==> config.mk <==
export PLATFORM = sky130hd
export DESIGN_NAME = cpu_fetch
export DESIGN_NICKNAME = d
export VERILOG_FILES = /design/src/rtl/cpu_pkg.sv /design/src/rtl/cpu_npc.sv /design/src/rtl/cpu_fetch.sv
export SDC_FILE = /design/constraint.sdc
export NUM_CORES = 1
export LEC_CHECK = 0
export BUFFER_PORTS_ARGS = -buffer_cell sky130_fd_sc_hd__buf_4
export CORE_MARGIN = 3
export CORE_UTILIZATION = 35
export CTS_BUF_LIST = sky130_fd_sc_hd__clkbuf_8
export DETAILED_ROUTE_END_ITERATION = 6
export GPL_ROUTABILITY_DRIVEN = 0
export HOLD_SLACK_MARGIN = 0.06
export SYNTH_ARGS = -nofsm -noshare
export SYNTH_HDL_FRONTEND = slang
export SYNTH_SLANG_ARGS = --single-unit
==> constraint.sdc <==
create_clock -name clk -period 6.8 [get_ports clk]
set_input_delay 1.7 -clock clk [delete_from_list [all_inputs] [get_ports clk]]
set_output_delay 1.7 -clock clk [all_outputs]
set_load 0.02 [all_outputs]
==> src/rtl/cpu_pkg.sv <==
// Shared definitions for the MIPS core front end: next-PC select encodings,
// fetch-stage state encoding and the default reset vector.
package cpu_pkg;

    localparam logic [31:0] RESET_PC_DEFAULT = 32'h0000_0000;

    localparam logic [1:0] PC_P4 = 2'b00;
    localparam logic [1:0] PC_BR = 2'b01;
    localparam logic [1:0] PC_JR = 2'b10;
    localparam logic [1:0] PC_J  = 2'b11;

    typedef enum logic [1:0] {
        S_FETCH = 2'b00,
        S_VALID = 2'b01,
        S_HALT  = 2'b10
    } fetch_state_e;

    // Sign-extended 16-bit word offset, scaled to bytes.
    function automatic logic [31:0] branch_offset(input logic [15:0] imm);
        return {{14{imm[15]}}, imm, 2'b00};
    endfunction

endpackage

==> src/rtl/cpu_npc.sv <==
// Combinational next-PC selection: sequential, branch, register-indirect
// and absolute jump targets, plus a flag for a misaligned jr target.
module cpu_npc
    import cpu_pkg::*;
(
    input  logic [31:0] i_p4,
    input  logic [31:0] i_inst,
    input  logic [31:0] i_ra,
    input  logic [1:0]  i_pcsource,
    output logic [31:0] o_npc,
    output logic        o_misaligned
);

    logic [31:0] w_br_target;
    logic [31:0] w_j_target;

    assign w_br_target = i_p4 + branch_offset(i_inst[15:0]);
    assign w_j_target  = {i_p4[31:28], i_inst[25:0], 2'b00};

    always_comb begin
        o_npc = i_p4;
        case (i_pcsource)
            PC_P4:   o_npc = i_p4;
            PC_BR:   o_npc = w_br_target;
            PC_JR:   o_npc = i_ra;
            PC_J:    o_npc = w_j_target;
            default: o_npc = i_p4;
        endcase
    end

    // Branch and jump targets are word aligned by construction; only jr can fault.
    assign o_misaligned = (i_pcsource == PC_JR) && (i_ra[1:0] != 2'b00);

endmodule

==> src/rtl/cpu_fetch.sv <==
// Instruction fetch and next-PC stage: owns PC and IR, fetches over a
// req/ack handshake, and advances the PC when the datapath commits.
module cpu_fetch
    import cpu_pkg::*;
#(
    parameter logic [31:0] RESET_PC = RESET_PC_DEFAULT
) (
    input  logic        clk,
    input  logic        clrn,
    output logic        imem_req,
    output logic [31:0] imem_addr,
    input  logic        imem_ack,
    input  logic [31:0] imem_rdata,
    output logic [31:0] inst,
    output logic        inst_valid,
    output logic [31:0] pc,
    output logic [31:0] p4,
    input  logic        commit,
    input  logic [1:0]  pcsource,
    input  logic [31:0] ra,
    output logic        halted,
    output logic [31:0] icount
);

    fetch_state_e r_state;
    fetch_state_e w_next_state;

    logic [31:0] r_pc;
    logic [31:0] r_inst;
    logic [31:0] r_icount;

    logic [31:0] w_p4;
    logic [31:0] w_npc;
    logic        w_misaligned;
    logic        w_load_inst;
    logic        w_load_pc;
    logic        w_count;

    assign w_p4 = r_pc + 32'd4;

    cpu_npc u_npc (
        .i_p4         (w_p4),
        .i_inst       (r_inst),
        .i_ra         (ra),
        .i_pcsource   (pcsource),
        .o_npc        (w_npc),
        .o_misaligned (w_misaligned)
    );

    always_ff @(posedge clk or negedge clrn) begin
        if (!clrn) begin
            r_state <= S_FETCH;
        end else begin
            r_state <= w_next_state;
        end
    end

    // Handshake outputs decode from r_state only, never from imem_ack.
    always_comb begin
        w_next_state = r_state;
        imem_req     = 1'b0;
        inst_valid   = 1'b0;
        halted       = 1'b0;
        w_load_inst  = 1'b0;
        w_load_pc    = 1'b0;
        w_count      = 1'b0;
        case (r_state)
            S_FETCH: begin
                imem_req = 1'b1;
                if (imem_ack) begin
                    w_load_inst  = 1'b1;
                    w_next_state = S_VALID;
                end
            end
            S_VALID: begin
                inst_valid = 1'b1;
                if (commit) begin
                    w_count = 1'b1;
                    if (w_misaligned) begin
                        w_next_state = S_HALT;
                    end else begin
                        w_load_pc    = 1'b1;
                        w_next_state = S_FETCH;
                    end
                end
            end
            S_HALT: begin
                halted = 1'b1;
            end
            default: begin
                w_next_state = S_FETCH;
            end
        endcase
    end

    always_ff @(posedge clk or negedge clrn) begin
        if (!clrn) begin
            r_pc     <= RESET_PC;
            r_inst   <= 32'h0000_0000;
            r_icount <= 32'h0000_0000;
        end else begin
            if (w_load_inst) begin
                r_inst <= imem_rdata;
            end
            if (w_load_pc) begin
                r_pc <= w_npc;
            end
            if (w_count) begin
                r_icount <= r_icount + 32'd1;
            end
        end
    end

    assign imem_addr = r_pc;
    assign pc        = r_pc;
    assign p4        = w_p4;
    assign inst      = r_inst;
    assign icount    = r_icount;

endmodule

; Word-level counts from Yosys, hierarchy flattened
; Cells that the tools add are included.
[classes]
addsub = 3
eq_ne = 7
muxes = 15
bitwise = 1
n_reduce_logical = 5
[ops]
columns = operator, n
row1 = $pmux W32 S4, 1
row2 = $add A32 B1 Y32 const B, 1
row3 = $add A32 B3 Y32 const B, 1
row4 = $add A32 B32 Y32, 1
row5 = $mux W1, 10
row6 = $eq A2 B2 Y1 const B, 3
row7 = $mux W2, 3
row8 = $pmux W2 S3, 1
row9 = $eq A2 B1 Y1 const B, 2
row10 = $logic_not A2 Y1, 2
row11 = $ne A2 B2 Y1 const B, 2
row12 = $reduce_and A3 Y1, 1
row13 = $reduce_bool A2 Y1, 1
row14 = $logic_and A1 B1 Y1, 1
row15 = $not A1 Y1, 1
[word_totals]
register_bits = 98
input_bits = 70
elab_cells = 35

; Logic depth before layout (Yosys ltp)
; Gate-level depths: netlist of the first run.
[logic_depth]
depth_word = 5
mapped_depth = 17

; Cells and area by module
; A second synthesis of the first run with hierarchy kept.
[unflattened]
hier_cells = 664
hier_area_um2 = 7004.2
[by_module_without_submodules]
columns = module, instances, cells_per_inst, area_each_um2, seq_area_each_um2
row1 = cpu_fetch, 1, 388, 4725.8, 2452.4
row2 = cpu_npc, 1, 276, 2278.4, 0.0

; Worst setup path before layout of the first run
; No wires, ideal clock.
[synth_path]
path_type = register to register
start = register r_pc[3], in the netlist imem_addr[3]
end = register r_pc[21], in the netlist imem_addr[21]
setup_time_ns = 0.125
arrival_ns = 3.836
required_ns = 6.675
setup_slack_ns = 2.839
stages_incl_launch_ff = 16
n_path_buf = 1
synth_period_minus_slack_ns = 3.961
path_cell_list = dfrtp_1 ha_1 nand4_1 nor2_2 nand3_1 nor2_1 xor2_1 ha_1 clkbuf_1 a21oi_1 o21ai_0 a221oi_2 nand2_1 xor2_1 mux4_2 mux2_2
[synth_via]
elab_chain_len = 3
[synth_lines]
columns = element, line_no
row1 = start: declaration, cpu_fetch.sv:28  ; logic [31:0] r_pc;
row2 = start signal: assignment, cpu_fetch.sv:106  ; r_pc <= w_npc;
row3 = $add A32 B3 Y32, cpu_fetch.sv:39  ; assign w_p4 = r_pc + 32'd4;
row4 = net p4[16], cpu_fetch.sv:17  ; output logic [31:0] p4,
row5 = $add A32 B32 Y32, cpu_npc.sv:17  ; assign w_br_target = i_p4 + branch_offset(i_inst[15:0]);
row6 = $pmux W32 S4, cpu_npc.sv:22  ; case (i_pcsource)
; The timed path passes the listed nets, and every way through them passes these cells.
; A chain may end at the register's enable or synchronous reset.

; Worst setup path in the final report of the first run
[layout_path]
start = register r_pc[2], in the netlist imem_addr[2]
end = output p4[28]
[layout_via]
elab_chain_len = 1
[layout_lines]
columns = element, line_no
row1 = $add A32 B3 Y32, cpu_fetch.sv:39
row2 = end: declaration, cpu_fetch.sv:17
; Every way passes these cells.

==> results of run 1 <==
## layout by cell type, fill, tap and decap left out, types with 11 or more instances in the layout
cell type	Yosys	routed
a21oi_1	42	42
and3_1	11	11
buf_4	34	236
dfrtp_1	98	98
ha_1	34	34
inv_1	22	22
mux2_2	38	38
mux2i_1	17	17
nand2_1	79	79
nand3_1	28	28
nand4_1	18	18
nor2_1	51	51
nor3_1	15	15
o21ai_0	40	40
xnor2_1	55	55
xor2_1	28	28
## cells in the mapped netlist, drive strengths merged (22+ instances only)
cell / n / area share, %
xnor2: 55 / 6.8
xor2: 28 / 3.5
ha: 34 / 6.0
nand3: 29 / 2.1
buf: 43 / 4.2
nor2: 53 / 2.9
clkbuf: 22 / 1.2
dfrtp: 98 / 35
mux2: 38 / 6.0
inv: 22 / 1.2
o21ai: 40 / 2.8
nand2: 80 / 4.3
a21oi: 42 / 3.0
## stage by stage
stage | instances | util [%] | hold slack (ns) | total power [mW]
finish | 1217 | 45.80 | 0.4850 | 4.617
global route | 1217 | 45.80 | 0.5159 | 4.961
CTS | 1217 | 45.80 | 0.4903 | 4.622
detailed placement | 1201 | 44.79 | 0.4682 | 4.208
global placement | 1201 | 44.79 | 0.4629 | 4.193
floorplan | 765 | - | 0.5824 | 3.183
## power breakdown
| group | internal (mW) | switching [mW] |
|---|---|---|
| clock network | 0.151 | 0.249 |
| registers | 0.769 | 0.318 |
| logic | 1.34 | 1.80 |
## worst max path at each step
stage                     slack [ns]       endpoint  cells past startpoint
final                           2.21         p4[28]                      8
after global routing            2.00         p4[28]                      8
after detailed placement        2.62         p4[28]                      8
after CTS                       2.17         p4[28]                      8
after floorplan                 2.84  imem_addr[21]                     15
after global placement          2.64         p4[28]                      8
## sequential cells by signal (all words and copies together), names as in the netlist
register   flops
icount        32
imem_addr     32
inst          32
r_state        2
## cells by family after synthesis
kind of cell	Yosys count	synth area share (%)
AOI/OAI and AO/OA	153	14.07
adders and majority gates	35	6.268
and+or+nand+nor	245	17.17
xor gates and xnor gates	83	10.23
muxes	64	11.27
buffers and inverters	87	6.496
DFF	98	34.51
## routing by layer
layer,track usage [%],up-vias
li1,-,3082
met1,29.23,3219
met2,35.14,242
met3,3.443,26
met4,6.420,0
met5,0,-
## area by class of cell
cell class,instances,share of cell area (%)
Clock buffer,10,1.524
Clock inverter,6,0.6651
Inverter,22,0.9145
Multi-Input combinational cell,580,46.45
Sequential cell,98,27.16
Tap cell,265,3.672
Timing Repair Buffer,236,19.62
==> impl_metrics.py, run 1 <==
metrics = {
    "routing": {
        "route.detailed.drc": 3,
        "top_layer": "met4",
        "dr.pass1.iters": 7,
        "wl_met2_mm": 11.44,
        "routed-via-count": 6569,
        "wire_per_inst_um": 19.66,
        "met3WireLength_mm": 1.440,
        "via_per_inst": 5.398,
        "wirelength_mm": 23.93,
        "m1WireLength_mm": 10.60,
        "ant_nets": 0,
        "first_iter_violations": 415,
    },
    "timing": {
        "tightest_slew_ns": 0.9810,
        "fmax_mhz": 218.0,
        "grt_setup_unrepaired": "false",
        "final_hold_viol_count": 0,
        "finalMaxSlewViolations": 0,
        "setup_violations": 0,
        "period_needed_ns": 4.587,
        "slew_headroom_pct": 34.36,
        "fin_setup_tns_ns": 0,
        "finalClockSkew_ns": 0.01622,
        "fin_crit_sh_pct": 67.45,
        "worst_slack_ns": 2.214,
    },
    "floorplanning": {
        "pin_count": 233,
        "die_w_um": 148.5,
        "die_area_sq_um": 22050,
        "die_h_um": 148.5,
        "core_area_sq_um": 19720,
        "rows": 51,
        "start_util_pct": 36.04,
    },
    "placement": {
        "place_ws_ns": 2.623,
        "dpl.hpwl_mm": 18.21,
        "post_dp_cell_area_sq_um": 8832,
        "port_buffers": 232,
    },
    "yosys": {
        "synthFlopType": "dfrtp_1",
        "synth_cells": 765,
        "synth_fp_nets": 870,
        "async_flop_share_pct": 100.0,
        "synth.distinct_cells": 65,
        "synth_area_sq_um": 7107,
        "ys_ff_latch": 98,
        "ys_seq_area_share_pct": 34.51,
        "synth_edf_count": 0,
        "synth_area_per_cell_sq_um": 9.290,
        "ys_warn_count": 0,
    },
    "hold_path": {
        "min_path_cells": 1,
        "worstHoldStart": "icount[31]",
        "hold_path_class": "reg -> reg",
        "hold-path-endpoint": "icount[31]",
    },
    "clock_tree": {
        "cts_root_buf": "clkbuf_8",
        "htree_levels": 3,
        "ctsResizeCount": 0,
        "holdBufCountCts": 0,
        "cts_buffer_depth": 2,
        "clkLatencyLatePin_ns": 0.40,
        "cts_setup_buffers": 0,
        "numCtsBuffers": 9,
        "cts_sinks": 98,
        "clkTransAtPathRegs_ns": 0.11,
        "cts_tree": "built",
    },
    "global_route": {
        "first_global_vias": 6464,
        "antenna_found_initial": 0,
        "gr-total-overflow": 0,
        "grt_use_total_pct": 21.42,
        "grt_pass1_wl_mm": 37.20,
        "grt_max_degree": 52,
    },
    "pwr": {
        "vdd.ir_drop.worst_uv": 205.6,
        "p_leak_nw": 4.216,
        "pwr_density_cell_nw_per_um2": 511.3,
    },
    "critical_path": {
        "r2r_start": "imem_addr[2]",
        "cp.arrival_ns": 2.89,
        "r2r_slack_ns": 2.62,
        "critPathKind": "reg -> out",
        "r2r_cells": 13,
        "cp_slowest_cell": "dfrtp_1",
        "crit_fanout": 6,
        "worstPathCellList": "ha_1 > nand4_1 > nor2_2 > nand2_2 > nor2_1 > and3_1 > xor2_1 > buf_4",
        "critPathBufInv": 1,
        "crit_path_max_incr_delay_ns": 0.50,
        "worstSetupEndpointType": "output port",
        "r2r_end": "imem_addr[19]",
        "cp.required_ns": 5.10,
        "crit_start": "imem_addr[2]",
        "path_delay_family": "simple AND/OR/NAND/NOR gates",
        "critPathLaunchType": "register",
    },
    "cells_and_area": {
        "area_delta_synth_final_pct": 27.06,
        "fin_nets": 1052,
        "regArea_sq_um": 2452,
        "final_cell_area_sq_um": 9030,
        "insertedDiodeCount": 0,
        "num-fill-cells": 1948,
        "multi_input_area_sq_um": 4194,
        "drive_above_1_share_pct": 33.30,
    },
    "run": {
        "max-cap-violations": 0,
    },
    "run_status": {
        "violations": "design-rule violations",
        "status": "finished with violations",
    },
}
(Power assumes the default switching activity.)
==> run 2: changes to the inputs <==
==> constraint.sdc (replaced) <==
create_clock -name clk -period 4.7 [get_ports clk]
set_input_delay 1.175 -clock clk [delete_from_list [all_inputs] [get_ports clk]]
set_output_delay 1.175 -clock clk [all_outputs]
set_load 0.02 [all_outputs]
==> run 2 against run 1 <==
Compared with the run above:
- the flow now finishes without violations
- clock power grew 46%
- power grew 45%
- first-iteration DRC count shrank 3.9%
- critical path depth grew 5
- register-to-register slack lost 2.1 ns
- critical path type is now reg -> reg
- routed wire length shrank 1.5%
- cell count grew 0.16%
- clock skew shrank 0.0031 ns
- count of clock-buffer cells in the layout is the same
==> impl_metrics.py, run 2 (synthesis gave the netlist of run 1 again) <==
metrics = {
    "floorplanning": {
        "die_w_um": 148.5,
        "die_h_um": 148.5,
        "core_area_sq_um": 19720,
        "rows": 51,
        "die_area_sq_um": 22050,
        "start_util_pct": 36.04,
        "pin_count": 233,
    },
    "critical_path": {
        "worstSetupEndpointType": "register",
        "critPathLaunchType": "register",
        "crit_fanout": 7,
        "cp.arrival_ns": 4.45,
        "cp.required_ns": 4.98,
        "critPathKind": "reg -> reg",
    },
    "clock_tree": {
        "ctsResizeCount": 0,
        "cts_tree": "built",
        "cts_buffer_depth": 2,
        "cts_root_buf": "clkbuf_8",
        "holdBufCountCts": 0,
        "cts_setup_buffers": 0,
        "clkLatencyLatePin_ns": 0.39,
        "clkTransAtPathRegs_ns": 0.11,
        "htree_levels": 3,
        "numCtsBuffers": 9,
        "cts_sinks": 98,
    },
    "timing": {
        "fin_crit_sh_pct": 88.72,
        "fin_setup_tns_ns": 0,
        "tightest_slew_ns": 1.066,
        "grt_setup_unrepaired": "false",
        "hold_ws_ns": 0.4837,
        "slew_headroom_pct": 28.67,
        "finalMaxSlewViolations": 0,
        "finalClockSkew_ns": 0.01312,
        "setup_violations": 0,
        "period_needed_ns": 4.170,
        "final_hold_viol_count": 0,
        "fmax_mhz": 239.8,
    },
    "cells_and_area": {
        "layout.core_utilization_pct": 45.85,
        "area_delta_synth_final_pct": 27.22,
        "layout.cells.most_common_list": "buf_4, dfrtp_1, nand2_1",
        "fin_nets": 1054,
        "multi_input_area_sq_um": 4194,
        "layoutNonFillerInstCount": 1219,
        "mostFrequentLayoutCell": "buf_4",
        "insertedDiodeCount": 0,
        "regArea_sq_um": 2452,
        "num-fill-cells": 1940,
        "drive_above_1_share_pct": 33.44,
    },
    "global_route": {
        "first_global_vias": 6360,
        "antenna_found_initial": 0,
        "grt_use_total_pct": 20.86,
        "grt_max_degree": 57,
        "gr-total-overflow": 0,
        "grt_pass1_wl_mm": 36.26,
    },
    "placement": {
        "placed_cells": 1203,
        "dpl.hpwl_mm": 18.24,
        "port_buffers": 232,
    },
    "routing": {
        "wirelength_mm": 23.57,
        "via_per_inst": 5.356,
        "dr.pass1.iters": 7,
        "first_iter_violations": 399,
        "wire_per_inst_um": 19.34,
        "route.detailed.drc": 0,
        "ant_nets": 0,
        "routed-via-count": 6529,
    },
    "pwr": {
        "p_leak_nw": 4.223,
        "pwr_density_cell_nw_per_um2": 738.0,
        "power_mw": 6.673,
        "vdd.ir_drop.worst_uv": 348.6,
    },
    "hold_path": {
        "hold_path_class": "reg -> reg",
    },
    "run_status": {
        "status": "complete, no violations",
    },
    "run": {
        "max-cap-violations": 0,
    },
}
run 2: changes by cell type in the layout (fill, tap and decap cells not counted):
cell	change
buf_4	+2
clkinv_4	-2
clkinv_8	-1
clkinvlp_4	+1
inv_8	+2
run 2: metal layers:
metal	global-route usage, %	vias up	part of all wire (%)
met2	34.67	225	48
li1	-	3083	-
met5	0	-	0
met4	4.896	0	1.4
met1	28.49	3201	44
met3	3.595	20	6.7
run 2: path summary, 6_finish.rpt:
check	start	endpoint	slack, ns	depth (start not counted)
worst min-delay path	icount[31]	icount[31]	0.48	1
worst max-delay path	imem_addr[3]	imem_addr[19]	0.53	13
worst min register to register	icount[31]	icount[31]	0.48	1
min in group asynchronous	clrn	icount[24]	0.82	1
worst max register to register	imem_addr[3]	imem_addr[19]	0.53	13
max in group asynchronous	clrn	inst[9]	3.03	2
run 2: stage by stage:
stage / area, sq um / setup slack (ns)
6_report: 9041 / 0.5302
5_1_grt: 9041 / 0.2456
4_1_cts: 9041 / 0.6496
3_5_place_dp: 8847 / 0.6758
3_3_place_gp: 8847 / 0.7354
2_1_floorplan: 7107 / 0.7390
run 2: cell type report:
class	count	share of cell area [%]
Inverter	22	0.9134
Timing Repair Buffer	238	19.76
Tap cell	265	3.667
Multi-Input combinational cell	580	46.39
Sequential cell	98	27.12
Clock buffer	10	1.522
Clock inverter	6	0.6228
run 2: critical path: stages (launching register included):
cell	delay [ns]
dfrtp_1	0.46
ha_1	0.25
nand4_1	0.16
nor2_2	0.37
nand2_2	0.20
xnor2_1	0.22
ha_1	0.46
nand4_1	0.21
a2111oi_0	0.67
nor2_1	0.09
nand3_1	0.15
xor2_1	0.08
mux4_2	0.45
mux2_2	0.27
run 2: power breakdown:
group	internal [mW]	switching [mW]	total (mW)
sequential	1.11	0.464	1.58
clock	0.220	0.362	0.582
combinational	1.94	2.58	4.51
total	3.27	3.41	6.67
==> run 3: changes to the inputs <==
==> constraint.sdc (replaced) <==
create_clock -name clk -period 4.55 [get_ports clk]
set_input_delay 1.1375 -clock clk [delete_from_list [all_inputs] [get_ports clk]]
set_output_delay 1.1375 -clock clk [all_outputs]
set_load 0.02 [all_outputs]
==> run 3 against run 2 <==
Compared with the run above:
- the flow now finishes with violations (design-rule violations)
- utilization grew 0.27 points
- power rose by 4.3%
- worst hold slack gained 0.0012 ns
- critical path depth unchanged
- largest cell class unchanged
- largest power group unchanged
- highest routed layer unchanged
==> impl_metrics.py, run 3 (synthesis gave the netlist of run 1 again) <==
metrics = {
    "floorplanning": {
        "die_w_um": 148.5,
        "die_h_um": 148.5,
        "rows": 51,
        "die_area_sq_um": 22050,
        "core_area_sq_um": 19720,
        "pin_count": 233,
        "start_util_pct": 36.04,
    },
    "cells_and_area": {
        "layoutNonFillerInstCount": 1222,
        "layout.cells.most_common_list": "buf_4, dfrtp_1, nand2_1",
        "mostFrequentLayoutCell": "buf_4",
        "fin_nets": 1057,
        "area_delta_synth_final_pct": 27.96,
        "final_cell_area_sq_um": 9094,
        "insertedDiodeCount": 0,
        "num-fill-cells": 1937,
        "drive_above_1_share_pct": 33.65,
        "layout.core_utilization_pct": 46.12,
    },
    "clock_tree": {
        "cts_setup_buffers": 0,
        "numCtsBuffers": 9,
        "cts_buffer_depth": 2,
        "cts_root_buf": "clkbuf_8",
        "clkLatencyLatePin_ns": 0.40,
        "cts_tree": "built",
        "cts_sinks": 98,
        "clkTransAtPathRegs_ns": 0.12,
        "htree_levels": 3,
    },
    "routing": {
        "dr.pass1.iters": 7,
        "ant_nets": 0,
        "via_per_inst": 5.309,
        "route.detailed.drc": 2,
        "routed-via-count": 6487,
        "first_iter_violations": 424,
        "wirelength_mm": 23.76,
        "wire_per_inst_um": 19.44,
    },
    "global_route": {
        "gr-total-overflow": 0,
        "grt_max_degree": 64,
        "antenna_found_initial": 0,
        "grt_pass1_wl_mm": 36.82,
        "first_global_vias": 6395,
        "grt_use_total_pct": 21.28,
    },
    "timing": {
        "grt_setup_unrepaired": "false",
        "period_needed_ns": 4.066,
        "slew_headroom_pct": 33.38,
        "fin_setup_tns_ns": 0,
        "tightest_slew_ns": 0.9956,
        "finalMaxSlewViolations": 0,
        "finalClockSkew_ns": 0.01744,
        "final_hold_viol_count": 0,
        "fin_crit_sh_pct": 89.37,
        "setup_violations": 0,
        "fmax_mhz": 245.9,
    },
    "hold_path": {
        "worstHoldStart": "icount[31]",
        "hold_path_class": "reg -> reg",
        "hold-path-endpoint": "icount[31]",
        "min_path_cells": 1,
    },
    "placement": {
        "post_dp_cell_area_sq_um": 8870,
        "placed_cells": 1206,
        "port_buffers": 232,
        "dpl.hpwl_mm": 18.27,
    },
    "critical_path": {
        "critPathLaunchType": "register",
        "cp.required_ns": 4.85,
        "r2r_cells": 13,
        "critPathKind": "reg -> reg",
        "r2r_start": "imem_addr[7]",
        "r2r_slack_ns": 0.48,
        "cp.arrival_ns": 4.36,
        "worstSetupEndpointType": "register",
        "crit_fanout": 9,
        "r2r_end": "imem_addr[19]",
    },
    "pwr": {
        "pwr_density_cell_nw_per_um2": 765.6,
        "vdd.ir_drop.worst_uv": 382.7,
        "power_mw": 6.962,
        "p_leak_nw": 4.251,
    },
    "run_status": {
        "violations": "design-rule violations",
        "status": "finished with violations",
    },
    "run": {
        "max-cap-violations": 0,
    },
}
[run 3: cell count changes in the layout (fill, tap and decap cells not counted), sizes merged]
| cell | previous run | this run |
|---|---|---|
| clkbuf | 10 | 9 |
| clkinv | 1 | 3 |
| inv | 26 | 25 |
| buf | 238 | 241 |
| clkinvlp | 1 | 0 |
| bufinv | 0 | 1 |
[run 3: critical path: stages, from the launching register on]
cell       delay [ns]
dfrtp_1          0.52
nand4_2          0.22
nor3_4           0.48
and3_1           0.24
nand3_1          0.09
xnor2_1          0.20
ha_1             0.38
nand4_1          0.17
a2111oi_0        0.65
nor2_1           0.08
nand3_1          0.15
xor2_1           0.08
mux4_2           0.44
mux2_2           0.27
[run 3: how the worst max path moves through the flow]
stage | start | end | slack [ns] | cells past startpoint
floorplan | imem_addr[3] | imem_addr[21] | 0.59 | 15
global placement | imem_addr[2] | imem_addr[31] | 0.53 | 16
detailed placement | imem_addr[2] | imem_addr[31] | 0.47 | 16
CTS | imem_addr[2] | imem_addr[31] | 0.46 | 16
global route | imem_addr[2] | imem_addr[31] | 0.09 | 16
finish | imem_addr[7] | imem_addr[19] | 0.48 | 13
[run 3: timing repair]
| action | in CTS | in global routing |
|---|---|---|
| hold buffers | 0 | 0 |
| gates resized for setup | 0 | 1 |
| endpoints found under the setup margin | 0 | 1 |
[run 3: routing by layer]
layer  share of wire (%)  up-vias  track usage (%)
met5                   0        -                0
met4                 2.1        0            6.605
met3                 5.5       32            3.352
met2                  47      220            34.12
met1                  45     3154            29.66
li1                    -     3081                -
[run 3: power breakdown]
| part | switching [mW] | internal (mW) |
|---|---|---|
| registers | 0.456 | 1.15 |
| clock network | 0.385 | 0.271 |
| logic | 2.69 | 2.01 |
| total | 3.53 | 3.43 |
[run 3: per-stage QoR]
step / setup WS, ns / hold WS (ns)
global placement: 0.5294 / 0.4679
global route: 0.08930 / 0.5182
detailed placement: 0.4717 / 0.4693
CTS: 0.4564 / 0.4935
finish: 0.4836 / 0.4848
floorplan: 0.5890 / 0.5824
[run 3: cell type report]
class | count | area [sq um] | area share (%)
Timing Repair Buffer | 241 | 1809 | 19.90
Clock inverter | 7 | 95.09 | 1.046
Inverter | 22 | 82.58 | 0.9081
Multi-Input combinational cell | 580 | 4199 | 46.18
Sequential cell | 98 | 2452 | 26.97
Tap cell | 265 | 331.6 | 3.646
Clock buffer | 9 | 123.9 | 1.362
